$ cat src/rtl/mem_wb_lanes_if.sv
// rtl/mem_wb_lanes_if.sv - MEM->WB lane bundle: stage controls, lane writes in, registered writes/history out
interface mem_wb_lanes_if #(
  parameter int LANES      = 2,
  parameter int DATA_W     = 128,
  parameter int ADDR_W     = 7,
  parameter int STALL_W    = 13,
  parameter int HIST_DEPTH = 2,
  parameter int CNT_W      = 16
);
  logic                                flush;
  logic [0:STALL_W-1]                  stall;
  logic [LANES*ADDR_W-1:0]             in_addr;
  logic [LANES-1:0]                    in_wreg;
  logic [LANES*DATA_W-1:0]             in_data;
  logic [LANES*ADDR_W-1:0]             out_addr;
  logic [LANES-1:0]                    out_wreg;
  logic [LANES*DATA_W-1:0]             out_data;
  logic [HIST_DEPTH*LANES*ADDR_W-1:0]  hist_addr;
  logic [HIST_DEPTH*LANES-1:0]         hist_wreg;
  logic [HIST_DEPTH*LANES*DATA_W-1:0]  hist_data;
  logic                                coll_pulse;
  logic [CNT_W-1:0]                    coll_count;

  modport master (
    output flush, stall, in_addr, in_wreg, in_data,
    input  out_addr, out_wreg, out_data, hist_addr, hist_wreg, hist_data,
           coll_pulse, coll_count
  );

  modport slave (
    input  flush, stall, in_addr, in_wreg, in_data,
    output out_addr, out_wreg, out_data, hist_addr, hist_wreg, hist_data,
           coll_pulse, coll_count
  );
endinterface

$ cat src/rtl/mem_wb_lanes.sv
// rtl/mem_wb_lanes.sv - N-lane MEM->WB register with flush, write-collision resolution and retired-write history
module mem_wb_lanes #(
  parameter int LANES      = 2,
  parameter int DATA_W     = 128,
  parameter int ADDR_W     = 7,
  parameter int STALL_W    = 13,
  parameter int STAGE_IDX  = 11,
  parameter int HIST_DEPTH = 2,
  parameter int CNT_W      = 16
) (
  input  logic          clk,
  input  logic          rst,
  mem_wb_lanes_if.slave bus
);
  localparam int AW = LANES * ADDR_W;
  localparam int DW = LANES * DATA_W;
  localparam logic [CNT_W-1:0] CNT_ONE = {{(CNT_W-1){1'b0}}, 1'b1};
  localparam logic [CNT_W-1:0] CNT_MAX = {CNT_W{1'b1}};

  logic [AW-1:0]            out_addr_q, out_addr_d;
  logic [LANES-1:0]         out_wreg_q, out_wreg_d;
  logic [DW-1:0]            out_data_q, out_data_d;
  logic [HIST_DEPTH*AW-1:0] hist_addr_q, hist_addr_d;
  logic [HIST_DEPTH*LANES-1:0] hist_wreg_q, hist_wreg_d;
  logic [HIST_DEPTH*DW-1:0] hist_data_q, hist_data_d;
  logic                     coll_pulse_q, coll_pulse_d;
  logic [CNT_W-1:0]         coll_count_q, coll_count_d;

  logic             s_stop;
  logic             t_stop;
  logic [LANES-1:0] wreg_res;
  logic             any_coll;

  // Same-address writers: the higher lane index keeps its write enable.
  always_comb begin
    wreg_res = bus.in_wreg;
    any_coll = 1'b0;
    for (int i = 0; i < LANES; i++) begin
      for (int j = i + 1; j < LANES; j++) begin
        if (bus.in_wreg[i] && bus.in_wreg[j] &&
            (bus.in_addr[i*ADDR_W +: ADDR_W] == bus.in_addr[j*ADDR_W +: ADDR_W])) begin
          wreg_res[i] = 1'b0;
          any_coll    = 1'b1;
        end
      end
    end
  end

  always_comb begin
    s_stop       = bus.stall[STAGE_IDX];
    t_stop       = bus.stall[STAGE_IDX+1];
    out_addr_d   = out_addr_q;
    out_wreg_d   = out_wreg_q;
    out_data_d   = out_data_q;
    hist_addr_d  = hist_addr_q;
    hist_wreg_d  = hist_wreg_q;
    hist_data_d  = hist_data_q;
    coll_pulse_d = 1'b0;
    coll_count_d = coll_count_q;

    if (bus.flush || !t_stop) begin
      for (int h = HIST_DEPTH - 1; h > 0; h--) begin
        hist_addr_d[h*AW +: AW]       = hist_addr_q[(h-1)*AW +: AW];
        hist_wreg_d[h*LANES +: LANES] = hist_wreg_q[(h-1)*LANES +: LANES];
        hist_data_d[h*DW +: DW]       = hist_data_q[(h-1)*DW +: DW];
      end
      hist_addr_d[0 +: AW]    = out_addr_q;
      hist_wreg_d[0 +: LANES] = out_wreg_q;
      hist_data_d[0 +: DW]    = out_data_q;
    end

    if (bus.flush || (s_stop && !t_stop)) begin
      out_addr_d = '0;
      out_wreg_d = '0;
      out_data_d = '0;
    end else if (!t_stop) begin
      out_addr_d   = bus.in_addr;
      out_wreg_d   = wreg_res;
      out_data_d   = bus.in_data;
      coll_pulse_d = any_coll;
      if (any_coll && (coll_count_q != CNT_MAX)) begin
        coll_count_d = coll_count_q + CNT_ONE;
      end
    end
  end

  always_ff @(posedge clk or posedge rst) begin
    if (rst) begin
      out_addr_q   <= '0;
      out_wreg_q   <= '0;
      out_data_q   <= '0;
      hist_addr_q  <= '0;
      hist_wreg_q  <= '0;
      hist_data_q  <= '0;
      coll_pulse_q <= 1'b0;
      coll_count_q <= '0;
    end else begin
      out_addr_q   <= out_addr_d;
      out_wreg_q   <= out_wreg_d;
      out_data_q   <= out_data_d;
      hist_addr_q  <= hist_addr_d;
      hist_wreg_q  <= hist_wreg_d;
      hist_data_q  <= hist_data_d;
      coll_pulse_q <= coll_pulse_d;
      coll_count_q <= coll_count_d;
    end
  end

  assign bus.out_addr   = out_addr_q;
  assign bus.out_wreg   = out_wreg_q;
  assign bus.out_data   = out_data_q;
  assign bus.hist_addr  = hist_addr_q;
  assign bus.hist_wreg  = hist_wreg_q;
  assign bus.hist_data  = hist_data_q;
  assign bus.coll_pulse = coll_pulse_q;
  assign bus.coll_count = coll_count_q;
endmodule

$ cat src/flat_wrapper.sv
// flat-port wrapper written by rule: the top's interface ports become plain ports
module mem_wb_lanes_flat 
#(
  parameter int LANES      = 2,
  parameter int DATA_W     = 128,
  parameter int ADDR_W     = 7,
  parameter int STALL_W    = 13,
  parameter int STAGE_IDX  = 11,
  parameter int HIST_DEPTH = 2,
  parameter int CNT_W      = 16
)
  (clk, rst, bus_flush, bus_stall, bus_in_addr, bus_in_wreg, bus_in_data, bus_out_addr, bus_out_wreg, bus_out_data, bus_hist_addr, bus_hist_wreg, bus_hist_data, bus_coll_pulse, bus_coll_count);
  mem_wb_lanes_if #(.LANES(LANES), .DATA_W(DATA_W), .ADDR_W(ADDR_W), .STALL_W(STALL_W), .HIST_DEPTH(HIST_DEPTH), .CNT_W(CNT_W)) bus_i ();
  input  logic clk;
  input  logic rst;
  input wire logic [$bits(bus_i.flush)-1:0] bus_flush;
  input wire logic [$bits(bus_i.stall)-1:0] bus_stall;
  input wire logic [$bits(bus_i.in_addr)-1:0] bus_in_addr;
  input wire logic [$bits(bus_i.in_wreg)-1:0] bus_in_wreg;
  input wire logic [$bits(bus_i.in_data)-1:0] bus_in_data;
  output wire logic [$bits(bus_i.out_addr)-1:0] bus_out_addr;
  output wire logic [$bits(bus_i.out_wreg)-1:0] bus_out_wreg;
  output wire logic [$bits(bus_i.out_data)-1:0] bus_out_data;
  output wire logic [$bits(bus_i.hist_addr)-1:0] bus_hist_addr;
  output wire logic [$bits(bus_i.hist_wreg)-1:0] bus_hist_wreg;
  output wire logic [$bits(bus_i.hist_data)-1:0] bus_hist_data;
  output wire logic [$bits(bus_i.coll_pulse)-1:0] bus_coll_pulse;
  output wire logic [$bits(bus_i.coll_count)-1:0] bus_coll_count;
  assign bus_i.flush = bus_flush;
  assign bus_i.stall = bus_stall;
  assign bus_i.in_addr = bus_in_addr;
  assign bus_i.in_wreg = bus_in_wreg;
  assign bus_i.in_data = bus_in_data;
  assign bus_out_addr = bus_i.out_addr;
  assign bus_out_wreg = bus_i.out_wreg;
  assign bus_out_data = bus_i.out_data;
  assign bus_hist_addr = bus_i.hist_addr;
  assign bus_hist_wreg = bus_i.hist_wreg;
  assign bus_hist_data = bus_i.hist_data;
  assign bus_coll_pulse = bus_i.coll_pulse;
  assign bus_coll_count = bus_i.coll_count;
  mem_wb_lanes #(.LANES(LANES), .DATA_W(DATA_W), .ADDR_W(ADDR_W), .STALL_W(STALL_W), .STAGE_IDX(STAGE_IDX), .HIST_DEPTH(HIST_DEPTH), .CNT_W(CNT_W)) u_core (.clk(clk), .rst(rst), .bus(bus_i));
endmodule
$ cat config.mk
export PLATFORM = sky130hd
export DESIGN_NAME = mem_wb_lanes_flat
export DESIGN_NICKNAME = d
export VERILOG_FILES = /design/src/rtl/mem_wb_lanes_if.sv /design/src/rtl/mem_wb_lanes.sv /design/src/flat_wrapper.sv
export SDC_FILE = /design/constraint.sdc
export NUM_CORES = 1
export LEC_CHECK = 0
export CAP_MARGIN = 20
export CELL_PAD_IN_SITES_DETAIL_PLACEMENT = 0
export CELL_PAD_IN_SITES_GLOBAL_PLACEMENT = 1
export CORE_AREA = 2 2 439 441
export CTS_BUF_LIST = sky130_fd_sc_hd__clkbuf_16
export CTS_CLUSTER_DIAMETER = 120
export DETAILED_ROUTE_END_ITERATION = 6
export DIE_AREA = 0 0 441 443
export GPL_TIMING_DRIVEN = 0
export PLACE_DENSITY_LB_ADDON = 0.1
export SYNTH_ARGS = -nofsm -noshare
export SYNTH_HDL_FRONTEND = slang
export SYNTH_SLANG_ARGS = --single-unit
$ cat constraint.sdc
create_clock -name clk -period 91.2 [get_ports clk]
set_input_delay 18.24 -clock clk [delete_from_list [all_inputs] [get_ports clk]]
set_output_delay 18.24 -clock clk [all_outputs]
set_load 0.03 [all_outputs]
==> results by group <==
Route
  • Remaining DRCs: 0
  • DR pass1 iterations: 4
  • ANT nets after route: 0
  • Routed vias/inst: 3.78
  • Drt first-iter violations: between 600 and 700
  • WL final: between 100 and 150 mm
  • DR vias: ~22000
  • Avg WL per Cell: 25.8 µm

Clock network
  • # H-tree levels: 3
  • Worst skew pair latency: 0.73 ns
  • CTS tree: yes
  • Setup Fix Bufs, Post-CTS: 0
  • Clock sinks: 833
  • Post-CTS Hold Buffers: 0
  • Clock tree buffer depth: 3
  • Post_cts resized: 0
  • CTS Buf Count: approximately 110
  • Clock transition at path regs: around 0.06 ns
  • Clock root cell: clkbuf_16

Final layout
  • Final core occ: approximately 25%
  • Layout Cells excl Fill: between 5000 and 6000
  • Synth-to-Final Area Change: 59.5%
  • Layout Nets: approximately 3400
  • Post-route cell area: 48600 µm²
  • Ratio of cells with drive above 1 in the final layout: approximately 25%

Global route
  • Vias in the first global route: between 20000 and 25000
  • First-pass GRT wire length: roughly 200 mm
  • Grt total ovfl: 0
  • Antenna violations before repair: 24
  • GRT Resource Usage Total: between 10 and 15%
  • Largest net degree at the start of global routing: 119

Setup path
  • Data arrival time of the worst path: between 20 and 25 ns
  • Setup slack, reg-to-reg: 89.13 ns
  • Crit Path Max Fanout: 12
  • FF-to-FF path depth: 6
  • Crit-path most repeated cell: buf_2
  • Startpoint types: input port
  • Critical path class: in -> reg
  • Worst r2r dst: u_core.bus.coll_count[1]
  • Critical path's slowest cell: clkbuf_2
  • Reg2reg start: u_core.bus.coll_count[0]
  • CP startpoint: bus_stall[0]
  • CP endpoint kind: register
  • Delay of the slowest cell on the worst path: between 0.6 and 0.7 ns
  • CP required: slightly above 90 ns
  • Critical Path, Cell by Cell: clkdlybuf4s50_1 -> nor2b_1 -> buf_2 -> buf_2 -> clkbuf_2 -> clkbuf_1 -> a22o_1

Yosys
  • Post-Syn Nets: 2129
  • Post-synthesis sequential area ratio: between 60% and 70%
  • Yosys reg bits: approximately 830
  • Post-synth top area cell: dfrtp_1
  • Synth cell types: 31
  • Yosys warning total: 0
  • Yosys top cell area share: between 60% and 70%
  • Cell count after synthesis: between 1500 and 2000
  • Mapped Avg Cell Area: approximately 17 µm²
  • Ys flop type: dfrtp_1
  • EDFF count, synth: 0
  • Share of synthesized flip-flops with an asynchronous set or reset: 100%
  • Area contributors post-synth: dfrtp_1 68%, mux2_2 20%, a22o_1 7.8%
  • Mapped Area: just over 30000 µm²

Min path
  • Worst hold path depth: 1
  • Worst Hold Class: reg -> reg
  • Hold Path Sink: u_core.bus.coll_count[15]
  • Hold path startpoint: u_core.bus.coll_count[15]

Timing
  • Fin crit share: about 22%
  • TNS Setup: 0 ns
  • Final hold violations: 0
  • Setup Skew: between 0.015 and 0.02 ns
  • Fmax: 48.9 MHz
  • Setup WS post-layout: around 71 ns
  • Clock period minus worst slack: around 20 ns
  • RSZ-0062 raised after global routing: no
  • Final setup fails: 0
  • Final Max Slew Viols: 0
  • Normalized max-slew margin: between 30% and 40%
  • Worst-Margin Slew: 0.958 ns

Die
  • Core Area: around 190000 µm²
  • Initial Util: 15.9%
  • Die W: about 440 µm
  • Die Y: 443 µm
  • Die area: just under 200000 µm²
  • Num ports: 1121
  • Row cnt: between 150 and 200

Run
  • MaxCap Viol Count: 0

Power
  • Maximum VDD drop: 0.0138 mV
  • Combinational Power Share: around 14%
  • Clock Power Share: between 40 and 50%
  • Flop pwr share: about two fifths
  • Switch share: between 20 and 30%
  • Internal Power: 0.699 mW
  • Net switching power: ~0.27 mW
  • Leakage: 21.7 nW
  • Pwr/cell area: approximately 20 nW/µm²

Status
  • Status: finished clean

Placement
  • DP Cell Count: approximately 5500
  • Placed cell area: 45000 µm²
  • Place WS: between 60 and 70 ns
  • Input/output buffers: approximately 1100
  • Final Wtd Congestion: roughly 0.80
  • Hpwl dp: 113 mm
per-stage QoR:
step / hold slack [ns] / power (mW)
floorplan: 0.659 / 0.469
global placement: 0.482 / 0.545
detailed placement: 0.485 / 0.546
CTS: 0.492 / 0.991
global route: 0.509 / 1.01
finish: 0.492 / 0.966
cells by family after synthesis:
kind of cell,after synthesis,synth area share (%)
mux,546,20.2
compound gates,275,7.99
flops,833,68.5
xor+xnor,20,0.575
buf+inv,126,1.84
simple gates,39,0.904
fa+ha+maj,1,0.0411
flip-flops by register name, indices dropped and copies added (netlist names):
register               flops
u_core.bus.coll_count     16
u_core.bus.out_data      256
u_core.bus.out_addr       14
u_core.bus.hist_addr      28
u_core.bus.hist_wreg       4
u_core.bus.coll_pulse      1
u_core.bus.out_wreg        2
u_core.bus.hist_data     512
power by group through the flow:
stage / registers, mW / clock network, mW / logic, mW
5_1_grt: 0.402 / 0.464 / 0.143
3_3_place_gp: 0.407 / 0 / 0.138
6_report: 0.400 / 0.430 / 0.136
3_5_place_dp: 0.407 / 0 / 0.140
4_1_cts: 0.400 / 0.450 / 0.140
2_1_floorplan: 0.438 / 0 / 0.0311
worst max path at each step:
stage / depth (start not counted) / slack (ns) / endpoint
2_1_floorplan: 1 / 49.56 / u_core.bus.coll_count[0]
3_3_place_gp: 2 / 37.74 / u_core.bus.hist_data[295]
3_5_place_dp: 7 / 69.77 / u_core.bus.out_data[184]
4_1_cts: 7 / 70.61 / u_core.bus.out_data[184]
5_1_grt: 6 / 70.47 / u_core.bus.out_data[32]
6_report: 7 / 70.75 / u_core.bus.out_data[142]
worst max-delay path: cells and delay by family:
family,cells,cell delay [ns]
and+or+nand+nor,1,0.14
buffers and inverters,5,2.40
AOI/OAI and AO/OA,1,0.24
final cells by class:
cell class	count	area (µm²)
diodes	6	15.0
flip-flops and latches	833	20800
plain buffers	122	553
multi-input cells	881	9040
repair buffers	1120	11400
fillers	19836	143000
clock inverters	85	744
clock buffers	112	2800
inverters	4	22.5
well taps	2526	3160
cell usage in the layout, fill, tap and decap left out, types with 2 or more instances in the layout:
cell type and n:
clkbuf_16 112, buf_8 2, dfrtp_1 833, nor2_1 4, clkinv_1 21, clkdlybuf4s50_1 1109
clkinv_4 4, clkbuf_2 6, nor3_1 8, xor2_1 17, clkinv_2 20, clkinvlp_4 7
and4_1 2, xnor2_1 3, nand2_1 7, a22o_1 270, mux2_2 546, nand3_1 6
nor3_4 2, inv_1 20, inv_6 2, clkbuf_1 51, buf_16 9, buf_2 64
bufinv_16 12, diode_2 6
per-layer routing:
metal | vias to the layer above | global-route usage, % | routed length, µm
met4 | 14 | 4.10 | 3400
met2 | 701 | 27.6 | 79700
met1 | 11377 | 15.3 | 52000
met5 | - | 0 | 83
li1 | 9254 | - | -
met3 | 171 | 4.86 | 11300
synthesized netlist by cell type (2+ instances only):
| cell | n |
|---|---|
| xor2_1 | 17 |
| mux2_2 | 546 |
| dfrtp_1 | 833 |
| inv_1 | 4 |
| buf_2 | 64 |
| nand3_1 | 6 |
| clkbuf_1 | 57 |
| xnor2_1 | 3 |
| and4_1 | 2 |
| a22o_1 | 270 |
| nor2_1 | 4 |
| nor3_4 | 2 |
| nand2_1 | 7 |
| nor3_1 | 8 |
(Power assumes the default switching activity.)
